[src/rtl/sha256_stream_padder.sv]
// Streaming SHA-256 padder: bytes in, padded 512-bit blocks out as 16 big-endian words.
// Optional per-message block counter output enabled by defining SHA256_PADDER_BLKCNT_EN.
module sha256_stream_padder #(
    parameter int LEN_W = 32
`ifdef SHA256_PADDER_BLKCNT_EN
    ,
    parameter int BLK_W = 16
`endif
) (
    input  logic             clk,
    input  logic             rst,
    input  logic             in_valid,
    output logic             in_ready,
    input  logic [7:0]       in_data,
    input  logic             in_keep,
    input  logic             in_last,
    output logic             out_valid,
    input  logic             out_ready,
    output logic [31:0]      out_data,
    output logic [3:0]       out_idx,
    output logic             out_blk_last,
`ifdef SHA256_PADDER_BLKCNT_EN
    output logic [BLK_W-1:0] blk_cnt,
`endif
    output logic             len_ovf
);

    typedef enum logic [2:0] {S_FILL, S_PAD, S_ZERO, S_LEN, S_EMIT} state_t;

    state_t           r_state;
    logic [5:0]       r_ptr;
    logic [LEN_W-1:0] r_cnt;
    logic [7:0]       r_buf [64];
    logic             r_final;
    logic             r_pend_pad;
    logic             r_pend_zero;
    logic             r_extra;
    logic             r_in_msg;
    logic             r_in_ready;
    logic             r_out_valid;
    logic [31:0]      r_out_data;
    logic [3:0]       r_idx;
    logic             r_blk_last;
    logic             r_len_ovf;
`ifdef SHA256_PADDER_BLKCNT_EN
    logic [BLK_W-1:0] r_blk_cnt;
`endif

    logic             w_we;
    logic [7:0]       w_wbyte;
    logic [63:0]      w_bitlen;
    logic [7:0]       w_len_byte;
    logic [3:0]       w_widx;
    logic [31:0]      w_word;
    logic             w_ovf_base;

    assign w_bitlen   = 64'({r_cnt, 3'b000});
    assign w_len_byte = 8'(w_bitlen >> {~r_ptr[2:0], 3'b000});
    // Next word to present: current index on the first beat, then the one after.
    assign w_widx     = r_out_valid ? r_idx + 4'd1 : r_idx;
    assign w_word     = {r_buf[{w_widx, 2'b00}], r_buf[{w_widx, 2'b01}],
                         r_buf[{w_widx, 2'b10}], r_buf[{w_widx, 2'b11}]};
    assign w_ovf_base = r_in_msg ? r_len_ovf : 1'b0;

    always_comb begin
        w_we    = 1'b0;
        w_wbyte = 8'h00;
        case (r_state)
            S_FILL: begin
                w_we    = in_valid && in_keep;
                w_wbyte = in_data;
            end
            S_PAD: begin
                w_we    = 1'b1;
                w_wbyte = 8'h80;
            end
            S_ZERO:  w_we = r_extra || (r_ptr != 6'd56);
            S_LEN: begin
                w_we    = 1'b1;
                w_wbyte = w_len_byte;
            end
            default: w_we = 1'b0;
        endcase
    end

    always_ff @(posedge clk) begin
        if (w_we) r_buf[r_ptr] <= w_wbyte;
    end

    always_ff @(posedge clk or posedge rst) begin
        if (rst) begin
            r_state     <= S_FILL;
            r_ptr       <= 6'd0;
            r_cnt       <= '0;
            r_final     <= 1'b0;
            r_pend_pad  <= 1'b0;
            r_pend_zero <= 1'b0;
            r_extra     <= 1'b0;
            r_in_msg    <= 1'b0;
            r_in_ready  <= 1'b1;
            r_out_valid <= 1'b0;
            r_out_data  <= 32'd0;
            r_idx       <= 4'd0;
            r_blk_last  <= 1'b0;
            r_len_ovf   <= 1'b0;
`ifdef SHA256_PADDER_BLKCNT_EN
            r_blk_cnt   <= '0;
`endif
        end else begin
            case (r_state)
                S_FILL: begin
                    if (in_valid) begin
                        if (in_keep || in_last) begin
                            r_in_msg  <= 1'b1;
                            r_len_ovf <= w_ovf_base | (in_keep & (&r_cnt));
                        end
                        if (in_keep) begin
                            r_ptr <= r_ptr + 6'd1;
                            r_cnt <= r_cnt + 1'b1;
                        end
                        if (in_keep && r_ptr == 6'd63) begin
                            r_in_ready <= 1'b0;
                            r_pend_pad <= in_last;
                            r_state    <= S_EMIT;
                        end else if (in_last) begin
                            r_in_ready <= 1'b0;
                            r_state    <= S_PAD;
                        end
                    end
                end
                S_PAD: begin
                    r_ptr      <= r_ptr + 6'd1;
                    r_pend_pad <= 1'b0;
                    // Marker in the last byte leaves the block full: flush it before zero fill.
                    if (r_ptr == 6'd63) begin
                        r_pend_zero <= 1'b1;
                        r_state     <= S_EMIT;
                    end else begin
                        r_extra <= (r_ptr >= 6'd56);
                        r_state <= S_ZERO;
                    end
                end
                S_ZERO: begin
                    if (r_extra) begin
                        r_ptr <= r_ptr + 6'd1;
                        if (r_ptr == 6'd63) begin
                            r_extra     <= 1'b0;
                            r_pend_zero <= 1'b1;
                            r_state     <= S_EMIT;
                        end
                    end else if (r_ptr == 6'd56) begin
                        r_state <= S_LEN;
                    end else begin
                        r_ptr <= r_ptr + 6'd1;
                        if (r_ptr == 6'd55) r_state <= S_LEN;
                    end
                end
                S_LEN: begin
                    r_ptr <= r_ptr + 6'd1;
                    if (r_ptr == 6'd63) begin
                        r_final <= 1'b1;
                        r_state <= S_EMIT;
                    end
                end
                S_EMIT: begin
                    if (!r_out_valid) begin
                        r_out_valid <= 1'b1;
                        r_out_data  <= w_word;
                        r_blk_last  <= r_final;
                    end else if (out_ready) begin
                        if (r_idx == 4'd15) begin
                            r_out_valid <= 1'b0;
                            r_out_data  <= 32'd0;
                            r_idx       <= 4'd0;
                            r_blk_last  <= 1'b0;
                            if (r_final) begin
                                r_final    <= 1'b0;
                                r_cnt      <= '0;
                                r_ptr      <= 6'd0;
                                r_in_msg   <= 1'b0;
                                r_in_ready <= 1'b1;
                                r_state    <= S_FILL;
`ifdef SHA256_PADDER_BLKCNT_EN
                                r_blk_cnt  <= '0;
`endif
                            end else begin
`ifdef SHA256_PADDER_BLKCNT_EN
                                if (r_blk_cnt != '1) r_blk_cnt <= r_blk_cnt + 1'b1;
`endif
                                if (r_pend_pad) begin
                                    r_state <= S_PAD;
                                end else if (r_pend_zero) begin
                                    r_pend_zero <= 1'b0;
                                    r_state     <= S_ZERO;
                                end else begin
                                    r_in_ready <= 1'b1;
                                    r_state    <= S_FILL;
                                end
                            end
                        end else begin
                            r_idx      <= r_idx + 4'd1;
                            r_out_data <= w_word;
                        end
                    end
                end
                default: r_state <= S_FILL;
            endcase
        end
    end

    assign in_ready     = r_in_ready;
    assign out_valid    = r_out_valid;
    assign out_data     = r_out_data;
    assign out_idx      = r_idx;
    assign out_blk_last = r_blk_last;
    assign len_ovf      = r_len_ovf;
`ifdef SHA256_PADDER_BLKCNT_EN
    assign blk_cnt      = r_blk_cnt;
`endif

endmodule
[config.mk]
export PLATFORM = sky130hd
export DESIGN_NAME = sha256_stream_padder
export DESIGN_NICKNAME = d
export VERILOG_FILES = /design/src/rtl/sha256_stream_padder.sv
export SDC_FILE = /design/constraint.sdc
export NUM_CORES = 1
export LEC_CHECK = 0
export CAP_MARGIN = 10
export CORE_MARGIN = 5
export CORE_UTILIZATION = 60
export CTS_CLUSTER_DIAMETER = 40
export DETAILED_ROUTE_END_ITERATION = 12
export PLACE_DENSITY = 0.77
export SLEW_MARGIN = 20
export SYNTH_ARGS = -nofsm -noshare
export SYNTH_HDL_FRONTEND = slang
export SYNTH_SLANG_ARGS = --single-unit
export TNS_END_PERCENT = 20
[constraint.sdc]
create_clock -name clk -period 11.9 [get_ports clk]
set_clock_uncertainty 0.05 [all_clocks]
set_input_delay 2.38 -clock clk [delete_from_list [all_inputs] [get_ports clk]]
set_output_delay 2.38 -clock clk [all_outputs]
set_load 0.005 [all_outputs]
# Yosys cells after proc, flatten, opt, wreduce, memory -nomap -nowiden
# Memory sizes are Yosys's and may differ from the RTL's.
# Index checks and enable logic that the tools add are counted.
[classes]
n_shift = 1
magnitude_cmp = 1
bitwise_logic = 3
muxes = 82
n_div = 0
add_sub_neg = 3
reduce_logical = 26
mul = 0
eq_ne = 29
[ops]
columns = ["op", "n"]
rows = [
  ["$mux W32", 9],
  ["$pmux W32 S2", 1],
  ["$mux W6", 8],
  ["$mux W1", 38],
  ["$shr A35 B6 Y8", 1],
  ["$mux W3", 11],
  ["$add A32 B1 Y32 const B", 1],
  ["$reduce_and A32 Y1", 1],
  ["$ne A2 B2 Y1 const B", 14],
  ["$pmux W6 S4", 1],
  ["$pmux W8 S3", 1],
  ["$reduce_and A7 Y1", 3],
  ["$eq A6 B6 Y1 const B", 3],
  ["$reduce_and A8 Y1", 2],
  ["$pmux W3 S5", 1],
  ["$ne A3 B3 Y1 const B", 4],
  ["$reduce_and A3 Y1", 4],
  ["$pmux W1 S2", 5],
  ["$mux W4", 2],
  ["$reduce_bool A2 Y1", 4],
  ["$add A6 B1 Y6 const B", 1],
  ["$eq A3 B2 Y1 const B", 2],
  ["$ge A6 B6 Y1 const B", 1],
  ["$mux W2", 3],
  ["20 further kinds", 24],
]
[word_totals]
mem_bits_rw = 512
latch_bits = 0
input_bits = 14
reg_bits = 86
memories = 1
romBits = 0
[mem_list]
columns = ["name", "words", "word_bits", "read_ports", "rd_clocked_by_memory_dff", "wr", "line_no", "rtl"]
rows = [
  ["r_buf", 64, 8, 4, 0, 1, "33", "logic [7:0] r_buf [64];"],
]

# Logic depth before layout (Yosys ltp)
[depth]
depth_word = 7
ltp_mapped = 10
mapped_depth_nobuf = 7

# Worst setup path after synthesis
# Ideal clock, no wire load.
[synth_path]
kind = "input-to-reg"
start = "input in_data[7]"
end = "memory r_buf[0][7], data pin"
cell_stages = 2
arrival_ps = 4882
n_path_buf = 0
t_required_ps = 11169
slack_ps = 6287
setup_time_ps = 681
path_cell_list = "a21oi_1 > nor3_1"
[synth_between]
elab_chain_len = 1
[synth_lines]
columns = ["item", "line_no", "rtl"]
rows = [
  ["start, declared", "14", "input logic [7:0] in_data,"],
  ["$pmux W8 S3", "68", "case (r_state)"],
  ["via w_wbyte[7]", "50", "logic [7:0] w_wbyte;"],
  ["end, declared", "33", ""],
]
# The timed path passes the listed nets, and every way through them passes these cells.

# Final worst setup path
[layout_path]
start = "input in_keep"
end = "memory r_buf[43][2], enable pin"
[layout_between]
elab_chain_len = 4
[layout_lines]
columns = ["item", "line_no", "rtl"]
rows = [
  ["start, declared", "15", "input logic in_keep,"],
  ["$logic_and A1 B1 Y1", "70", "w_we = in_valid && in_keep;"],
  ["$pmux W1 S3", "68", ""],
  ["$mux W1", "87", "if (w_we) r_buf[r_ptr] <= w_wbyte;"],
  ["$mux W1 (not written as such)", "87", ""],
]
# Every way passes these cells.

==> results.md <==
- Row cnt: 73
- Least-Margin Pin Slew: 1.15 ns
- # IOs: 54
- Syn avg cell area: 17.6 µm²
- FMAX: 180 MHz
- Root buffer cell: clkbuf_16
- Vias in the first global route: 13,700
- Starting Density: 60.5%
- Initial antenna violation count: 0
- Final hold vios: 0
- Post-DRT Antenna Nets: 0
- Worst Path Arrival: 5.69 ns
- RSZ-0062 raised after global routing: false
- Cell Area, Synth: 24,100 µm²
- Slew margin rel.: 22.5%
- CTS tree: done
- Drt via density: 6.89
- Final Cycle Share: 46.6%
- Antenna diode count: 0
- Final-layout fill cell count: 2,446
- Cell count after synthesis: 1,365
- Number of DRC markers in iteration 0: 1,620
- Top sig layer: met4
- DP Wirelength: 33.1 mm
- Setup Fix Bufs, Post-CTS: 0
- Worst-path clk slew: 0.06 ns
- Post-synth EDFFs: 512
- Port Buffer Count: 53
- Worst hold path class: register to register
- Die Area: 44,200 µm²
- Status: finished, final reports clean
- Max-cap violations: 0
- Max Buffers Root-to-Sink: 3
- CP max FO: 58
- PD cells: 247 nW/µm²
- Syn_nets: 1,383
- Register area share after synthesis: 72.9%
- RePlAce Congestion: 0.876
- Post-CTS Hold Buffers: 0
- Post-Route WL: 59.3 mm
- Metal-1 WL: 22.6 mm
- Setup slack, reg-to-reg: 7.58 ns
- Met2 WL: 29.1 mm
- Placed insts: 1,880
- Setup Total Neg Slack: 0 ns
- DRC viols: 0
- Global route overflow: 0
- Routed vias: 13,800
- Die height: 210 µm
- Cell variety after synth: 59
- CTS Buf Count: 68
- Synth async-reset ratio: 14.4%
- CTS Sinks: 598
- Tmin final: 5.55 ns
- #FFs+latches synth: 598
- Pre-antenna DRT Iters: 6
- Clk_lat worst skew: 0.59 ns
- Critical path class: primary input to register
- Synthesis warning total: 0
- Final setup violation count: 0
- CP required: 12.04 ns
- DR WL met3: 5.65 mm
- Layout net count: 1,444
- Die W: 210 µm
- Worst vdd ir: 305 µV
- Area growth, synth to finish: 14.8%
- Largest net degree at the start of global routing: 81
- Core area: 39,700 µm²
- Critical Path Source Type: primary input
- Share of layout cells above drive strength 1: 20.6%
- First-pass GRT wire length: 88.8 mm
- Post-CTS Resized: 0
- Main synth FF type: edfxtp_1
- Setup crit end kind: register
- Post-Layout Cell Count: 2,007
- P_leak: 9.14 nW
- Routed len/inst: 29.5 µm
- Slew Limit Fails: 0
- GR Util All Layers: 27.0%
- Htree depth: 3
power breakdown:
part | leakage [nW] | switching (mW) | internal, mW
combinational | 2.21 | 1.06 | 0.909
clock | 1.12 | 0.883 | 1.25
sequential | 5.82 | 0.170 | 2.55
total | 9.14 | 2.12 | 4.71
per-layer routing:
| layer | GRT usage (%) | vias to the layer above |
|---|---|---|
| li1 | - | 5685 |
| met1 | 38.9 | 7123 |
| met2 | 43.0 | 894 |
| met3 | 4.61 | 132 |
| met4 | 9.59 | 0 |
| met5 | 0 | - |
cells in the mapped netlist (3+ instances only):
library cell | count | area share, %
nand4_1 | 11 | 0.29
o31ai_1 | 15 | 0.47
and2_1 | 5 | 0.13
nand2_1 | 99 | 1.5
nand2b_1 | 3 | 0.078
or4_1 | 8 | 0.25
or3b_2 | 3 | 0.11
o211ai_1 | 40 | 1.2
nor3_1 | 60 | 1.2
mux2i_1 | 35 | 1.5
edfxtp_1 | 512 | 64
a21oi_1 | 27 | 0.56
nor2_1 | 44 | 0.69
buf_2 | 16 | 0.33
buf_1 | 9 | 0.14
o22ai_1 | 3 | 0.078
or3_1 | 10 | 0.26
nand3_1 | 29 | 0.60
dfrtp_1 | 85 | 8.8
o41ai_1 | 3 | 0.11
and4_1 | 3 | 0.11
inv_1 | 12 | 0.19
ha_1 | 4 | 0.21
o21ai_0 | 43 | 0.89
mux4_2 | 130 | 12
a31oi_1 | 6 | 0.16
xnor2_1 | 3 | 0.11
nand3b_1 | 3 | 0.094
and3_1 | 9 | 0.23
clkbuf_1 | 58 | 0.91
nor4_1 | 4 | 0.10
a22oi_1 | 39 | 1.2
layout make-up:
cell class                      instances  area, µm²  area share [%]
Clock buffer                           79       1810            6.54
Clock inverter                         47        498            1.80
Inverter                               13       51.3           0.186
Multi-Input combinational cell        671       6360            23.0
Sequential cell                       598      17500            63.5
Tap cell                              525        657            2.38
Timing Repair Buffer                   74        708            2.56
cells in the final DEF (no fill, tap or decap), types with 24 or more instances in the layout:
cell type        instances
o21ai_0                 43
o211ai_1                40
edfxtp_1               512
dfrtp_1                 85
clkdlybuf4s50_1         53
nand2_1                 98
nor2_1                  40
clkbuf_16               71
mux4_2                 130
mux2i_1                 34
nor3_1                  45
nand3_1                 29
a21oi_1                 24
a22oi_1                 39
worst max-delay path: stages:
cell	delay [ns]
clkdlybuf4s50_1	0.58
nand3b_1	0.15
and3_1	0.22
o21ai_0	0.50
nand2_4	0.69
nor3_1	1.13
sequential cells by signal (all words and copies together), names as in the netlist:
register,flops
r_in_msg,1
r_buf,512
r_pend_pad,1
r_state,3
out_idx,4
out_valid,1
r_cnt,32
r_final,1
out_data,32
in_ready,1
r_ptr,6
r_pend_zero,1
r_extra,1
out_blk_last,1
len_ovf,1
through the flow:
stage / hold slack, ns / setup slack [ns] / utilization, % / total power [mW] / instance area [µm²]
after floorplan: 0.415 / 6.29 / - / 4.07 / 24100
after global placement: 0.433 / 6.07 / 63.5 / 4.65 / 25200
after detailed placement: 0.441 / 5.85 / 63.5 / 4.70 / 25200
after CTS: 0.456 / 6.50 / 69.3 / 6.83 / 27500
after global routing: 0.479 / 6.19 / 69.5 / 7.08 / 27600
final: 0.450 / 6.35 / 69.5 / 6.82 / 27600
path summary, 6_finish.rpt:
path	endpoint	start	cells past startpoint
min reg2reg	out_data[18]$_DFFE_PP0P_	out_data[18]$_DFFE_PP0P_	2
min in group asynchronous	r_cnt[2]$_DFFE_PP0P_	rst	2
max	r_buf[43][2]$_DFFE_PP_	in_keep	6
max in group asynchronous	out_data[20]$_DFFE_PP0P_	rst	3
max reg2reg	r_buf[43][2]$_DFFE_PP_	r_ptr[3]$_DFFE_PP0P_	5
min	out_data[18]$_DFFE_PP0P_	out_data[18]$_DFFE_PP0P_	2
logic make-up (layout without fill, tap and decap cells):
kind of cell	after synthesis	in the layout	share of synthesized area, %
adder cells (fa/ha/maj)	4	4	0.208
XOR/XNOR	5	5	0.182
buffers and inverters	96	213	1.58
AO/OA/AOI/OAI	192	192	5.29
multiplexers	165	165	13.6
flip-flops	598	598	72.9
AND/OR/NAND/NOR	305	305	6.25
Power figures use the tool's default switching activity.
==> RTL edit 1: new RTL, same settings <==
The 5 states of `state_t` get a Gray code encoding in 3 bits.
--- a/src/rtl/sha256_stream_padder.sv
+++ b/src/rtl/sha256_stream_padder.sv
@@ -27,3 +27,3 @@
 
-    typedef enum logic [2:0] {S_FILL, S_PAD, S_ZERO, S_LEN, S_EMIT} state_t;
+    typedef enum logic [2:0] {S_FILL = 3'b000, S_PAD = 3'b001, S_ZERO = 3'b011, S_LEN = 3'b010, S_EMIT = 3'b110} state_t;
 
Check against the original RTL: same outputs for any inputs over 4 cycles, from zero or initial values and one cycle with rst high; so few cycles prove little.
==> RTL edit 1 against the original RTL <==
Sequential cell count unchanged; final area increased by 9.8%; synthesized area increased by 11%; global-route usage increased by 0.67 points; via count increased by 30%; core utilization decreased by 0.81 points; setup slack improved by 430 ps; largest cell class unchanged; wire length increased by 17%; hold slack got worse by 11 ps.
Power is not compared: it rests on default switching activity, and its combinational part moved more than twofold at a synthesized area within 25%.
==> RTL edit 1: results (changes against the original RTL) <==
Static Leakage 10.6 nW; result of the run completed (unchanged); I/O Buffers 53 (unchanged); routed wire length per instance 26.1 um (was 29.5 um); most instantiated cells after synthesis edfxtp_1 (512), nand2_1 (253), mux2i_1 (168) (was edfxtp_1 (512), mux4_2 (130), nand2_1 (99)); Placer Congestion 0.930 (was 0.876); antenna cells 0 (unchanged); Synth cell types 77 (was 59); Post-CTS Setup Repair Bufs 0 (unchanged); number of nets in the layout 2,015 (was 1,444); deepest clock path buffer count 3 (unchanged); initial antenna violation count 0 (unchanged); net switching power 0.00104 W; ratio of cells with drive above 1 in the final layout 13.2% (was 20.6%); headroom to the max-slew limit 26.1% (was 22.5%); post-cts sizing count 0 (unchanged); HPWL reported at the end of detailed placement 41,400 um (was 33,100 um); type of the tightest min-delay check register to register (unchanged); total routing resource utilization after global routing 27.7% (was 27.0%); DRC violation total after the first TritonRoute iteration 2,468 (was 1,620); fillcell total 2,990 (was 2,446); number of iterations in the first detailed-routing pass 6 (unchanged); main flop type after synthesis edfxtp_1 (unchanged); Clock H-tree levels 3 (unchanged); number of enable-type register cells in the synthesized netlist 512 (unchanged); arrival time of the worst setup path 5300 ps (was 5690 ps); number of global-route vias before repair 17,500 (was 13,700); master cell of the clock root buffer clkbuf_16 (unchanged); max FFs per register 512 (unchanged); largest net degree at the start of global routing 74 (was 81); share of synthesized area occupied by flip-flops and latches 65.7% (was 72.9%); Post-synth ARST share 14.4% (unchanged); proportion of synthesized area in mux cells 9.30% (was 13.6%); Ys Warns 0 (unchanged); number of vias after detailed routing 18,000 (was 13,800); CTS clk-pin slew, worst paths 60 ps (about the same); later-pin clock latency in the skew report 620 ps (was 590 ps); wire length of the first global-routing pass 105,000 um (was 88,800 um); largest register by flop count r_buf (unchanged); maximum net fanout on the critical path 9 (was 58); Inserted Clock Buffers 74 (was 68); post-synthesis share of cell area spent on xor and xnor gates 0.295% (was 0.182%); arithmetic-cell share of the synthesized area counting full adders, half adders and majority gates 0.188% (was 0.208%); main area contributors after synthesis edfxtp_1 (58%), dfrtp_1 (8.0%), mux2i_1 (6.3%) (was edfxtp_1 (64%), mux4_2 (12%), dfrtp_1 (8.8%)); Setup TNS 0 ps (unchanged); share of the synthesized area in compound gates (AO/OA/AOI/OAI) 10.2% (was 5.29%)
## RTL edit 1: power groups by stage
stage	Clock [W]	Combinational, W	Sequential [W]
2_1_floorplan	0	0.000150	0.00229
5_1_grt	0.00240	0.000216	0.00225
4_1_cts	0.00229	0.000198	0.00225
6_report	0.00227	0.000201	0.00225
3_3_place_gp	0	0.000192	0.00230
3_5_place_dp	0	0.000197	0.00230
## RTL edit 1: cell families (layout without fill, tap and decap cells)
group / Yosys count / in the layout
compound gates: 361 / 361
xor+xnor: 9 / 9
fa+ha+maj: 4 / 4
buf+inv: 166 / 244
flops: 598 / 598
mux: 204 / 204
simple gates: 639 / 639
## RTL edit 1: critical path, stage by stage
cell	delay, ps
clkdlybuf4s50_1	660
nand2_1	140
a21oi_1	380
nor2b_1	300
nand3_1	650
nor2_1	780
## RTL edit 1: routing by layer
metal  vias up  global-route usage (%)  part of all wire (%)
met5         -                       0                     0
met2      1171                    43.7                    47
met4         0                    10.2                   3.8
met3       194                    6.51                    11
met1      8838                    38.3                    38
li1       7837                       -                     -
## RTL edit 1: final cells by class
class,count,area [sq um],area share (%)
Clock inverter,48,561,1.85
Sequential cell,598,17500,57.9
Timing Repair Buffer,85,811,2.68
Tap cell,592,741,2.44
Inverter,21,82.6,0.272
Multi-Input combinational cell,1217,8600,28.4
Clock buffer,90,1970,6.51
## RTL edit 1: path summary, 6_finish.rpt
check                        startpoint           end  slack [ps]  cells past startpoint
setup / recovery                in_keep  r_buf[28][0]        6780                      6
hold / removal             out_blk_last  out_blk_last         440                      1
setup reg to reg             out_idx[1]  out_data[21]        7630                      9
hold reg to reg            out_blk_last  out_blk_last         440                      1
max in group asynchronous           rst     out_valid        8450                      3
min in group asynchronous           rst   out_data[2]        2040                      2
## RTL edit 1: per-stage QoR
step           instances  utilization [%]  total power (W)  setup slack [ps]  instance area [sq um]
4_1_cts             2649             68.6          0.00474              6970                  30300
6_report            2651             68.7          0.00472              6780                  30300
2_1_floorplan       1981                -          0.00244              6010                  26700
3_3_place_gp        2511             62.8          0.00249              6410                  27700
3_5_place_dp        2511             62.8          0.00249              6330                  27700
5_1_grt             2651             68.7          0.00486              6630                  30300
==> RTL edit 2: new RTL, same settings <==
Made on the original files. `LEN_W`: 32 -> 16.
--- a/src/rtl/sha256_stream_padder.sv
+++ b/src/rtl/sha256_stream_padder.sv
@@ -3,3 +3,3 @@
 module sha256_stream_padder #(
-    parameter int LEN_W = 32
+    parameter int LEN_W = 16
 `ifdef SHA256_PADDER_BLKCNT_EN
Function: no difference found for any inputs over 4 cycles, from zero or initial values and one cycle with rst high; that may be too few to reach the edited logic, so the function may still have changed.
==> RTL edit 2 against the original RTL <==
Die area is 12% higher; hold slack improved by 9.9 ps; total power is 21% higher; clock power increased by 6%; count of clock-buffer cells in the layout is 1 higher; sequential cell count is 16 lower; final area rose by 11%; first-iteration DRC count up 5.6%; wire length up 14%; non-clock buffer count rose by 7; synthesized area grew 13%; setup slack improved by 700 ps.
==> RTL edit 2: results (changes against the original RTL) <==
maximum net fanout on the critical path 10 (was 58); Setup crit end r_buf[63][1] (was r_buf[43][2]); arrival time of the worst setup path 5020 ps (was 5690 ps); initial antenna violation count 0 (unchanged); most instantiated cells after synthesis edfxtp_1 (512), mux2i_1 (409), nor2_1 (132) (was edfxtp_1 (512), mux4_2 (130), nand2_1 (99)); post-cts sizing count 0 (unchanged); number of max-capacitance violations reported 0 (unchanged); type of the tightest min-delay check register to register (unchanged); R2R Path Start out_idx[1] (was r_ptr[3]); number of global-route vias before repair 16,100 (was 13,700); Placer Congestion 0.866 (was 0.876); Synth cell types 58 (was 59); number of nets in the layout 1,718 (was 1,444); number of iterations in the first detailed-routing pass 5 (was 6); via density per instance 6.79 (was 6.89); share of synthesized area occupied by flip-flops and latches 63.0% (was 72.9%); CTS clk-pin slew, worst paths 60 ps (about the same); r2r endpoint out_data[1] (was r_buf[43][2]); delay contributed by the slowest stage of the critical path 670 ps (was 1130 ps); post-synth net total 1,681 (was 1,383); ratio of cells with drive above 1 in the final layout 17.7% (was 20.6%); headroom to the max-slew limit 23.2% (was 22.5%); routed wire length per instance 28.8 um (was 29.5 um); Post-synth ARST share 12.0% (was 14.4%); DRC violation total after the first TritonRoute iteration 1,711 (was 1,620); number of enable-type register cells in the synthesized netlist 512 (unchanged); reg2reg path depth 6 (was 5); Clock H-tree levels 3 (unchanged); Ys Warns 0 (unchanged); max FFs per register 512 (unchanged); Crit-path slowest cell nor2_1 (was nor3_1); later-pin clock latency in the skew report 600 ps; deepest clock path buffer count 3 (unchanged); antenna cells 0 (unchanged); Inserted Clock Buffers 71 (was 68); largest register by flop count r_buf (unchanged); wire length of the first global-routing pass 102,000 um (was 88,800 um); main area contributors after synthesis edfxtp_1 (57%), mux2i_1 (15%), mux4_2 (11%) (was edfxtp_1 (64%), mux4_2 (12%), dfrtp_1 (8.8%)); HPWL reported at the end of detailed placement 40,900 um (was 33,100 um); first element of the critical path out_ready (was in_keep); master cell of the clock root buffer clkbuf_16 (unchanged); Static Leakage 11.0 nW (was 9.14 nW); I/O Buffers 53 (unchanged); register-to-register path setup slack 7780 ps (was 7580 ps); maximum resistive drop on vdd 0.000213 V (was 0.000305 V); Post-CTS Setup Repair Bufs 0 (unchanged); total routing resource utilization after global routing 27.2% (was 27.0%); result of the run completed (unchanged); largest net degree at the start of global routing 71 (was 81)
==> RTL edit 2: cell families after synthesis <==
| group | Yosys count | share of synthesized area (%) |
|---|---|---|
| DFF | 582 | 63.0 |
| muxes | 540 | 25.8 |
| and+or+nand+nor | 247 | 4.09 |
| AOI/OAI and AO/OA | 158 | 4.19 |
| buffers and inverters | 125 | 2.45 |
| xor gates and xnor gates | 7 | 0.294 |
| adders and majority gates | 4 | 0.184 |
==> RTL edit 2: how the worst min path moves through the flow <==
stage                       from           end  slack, ps  cells past startpoint
global route        out_data[18]  out_data[18]        490                      1
detailed placement       len_ovf       len_ovf        450                      2
CTS                      len_ovf       len_ovf        460                      2
floorplan               r_cnt[8]      r_cnt[8]        420                      1
global placement         len_ovf       len_ovf        430                      2
finish                   len_ovf       len_ovf        460                      2
==> RTL edit 2: through the flow <==
step / instance area (sq um) / power [W] / setup WS (ps) / hold WS (ps) / instances
floorplan: 27200 / 0.00513 / 7410 / 416 / 1663
global placement: 28200 / 0.00596 / 6580 / 432 / 2225
detailed placement: 28200 / 0.00602 / 6500 / 452 / 2226
CTS: 30700 / 0.00828 / 7080 / 464 / 2357
global route: 30800 / 0.00859 / 6900 / 485 / 2358
finish: 30800 / 0.00828 / 7050 / 460 / 2358
==> RTL edit 2: cell type report <==
cell class                 count  area, sq um
multi-input combinational    956         9550
clock inverter                51          592
clock buffer                  80         1930
inverter                       8         31.3
fill                        2917        14300
sequential                   582        17100
timing repair buffer          81          785
tap                          600          751
==> RTL edit 2: power by group <==
| group | internal, W | switching, W | total [W] |
|---|---|---|---|
| registers | 0.00254 | 0.000238 | 0.00278 |
| clock network | 0.00137 | 0.000895 | 0.00226 |
| logic | 0.00149 | 0.00175 | 0.00324 |
| total | 0.00540 | 0.00288 | 0.00828 |
==> RTL edit 2: layer usage <==
layer	vias up	track usage [%]	part of all wire [%]
li1	6765	-	-
met1	8226	38.1	40
met2	890	44.9	49
met3	124	3.75	7.9
met4	0	8.81	3.2
met5	-	0	0
==> RTL edit 2: critical path, delay by kind of cell <==
family | cells | cell delay (ps)
buf+inv | 1 | 620
simple gates | 4 | 1790
compound gates | 1 | 210
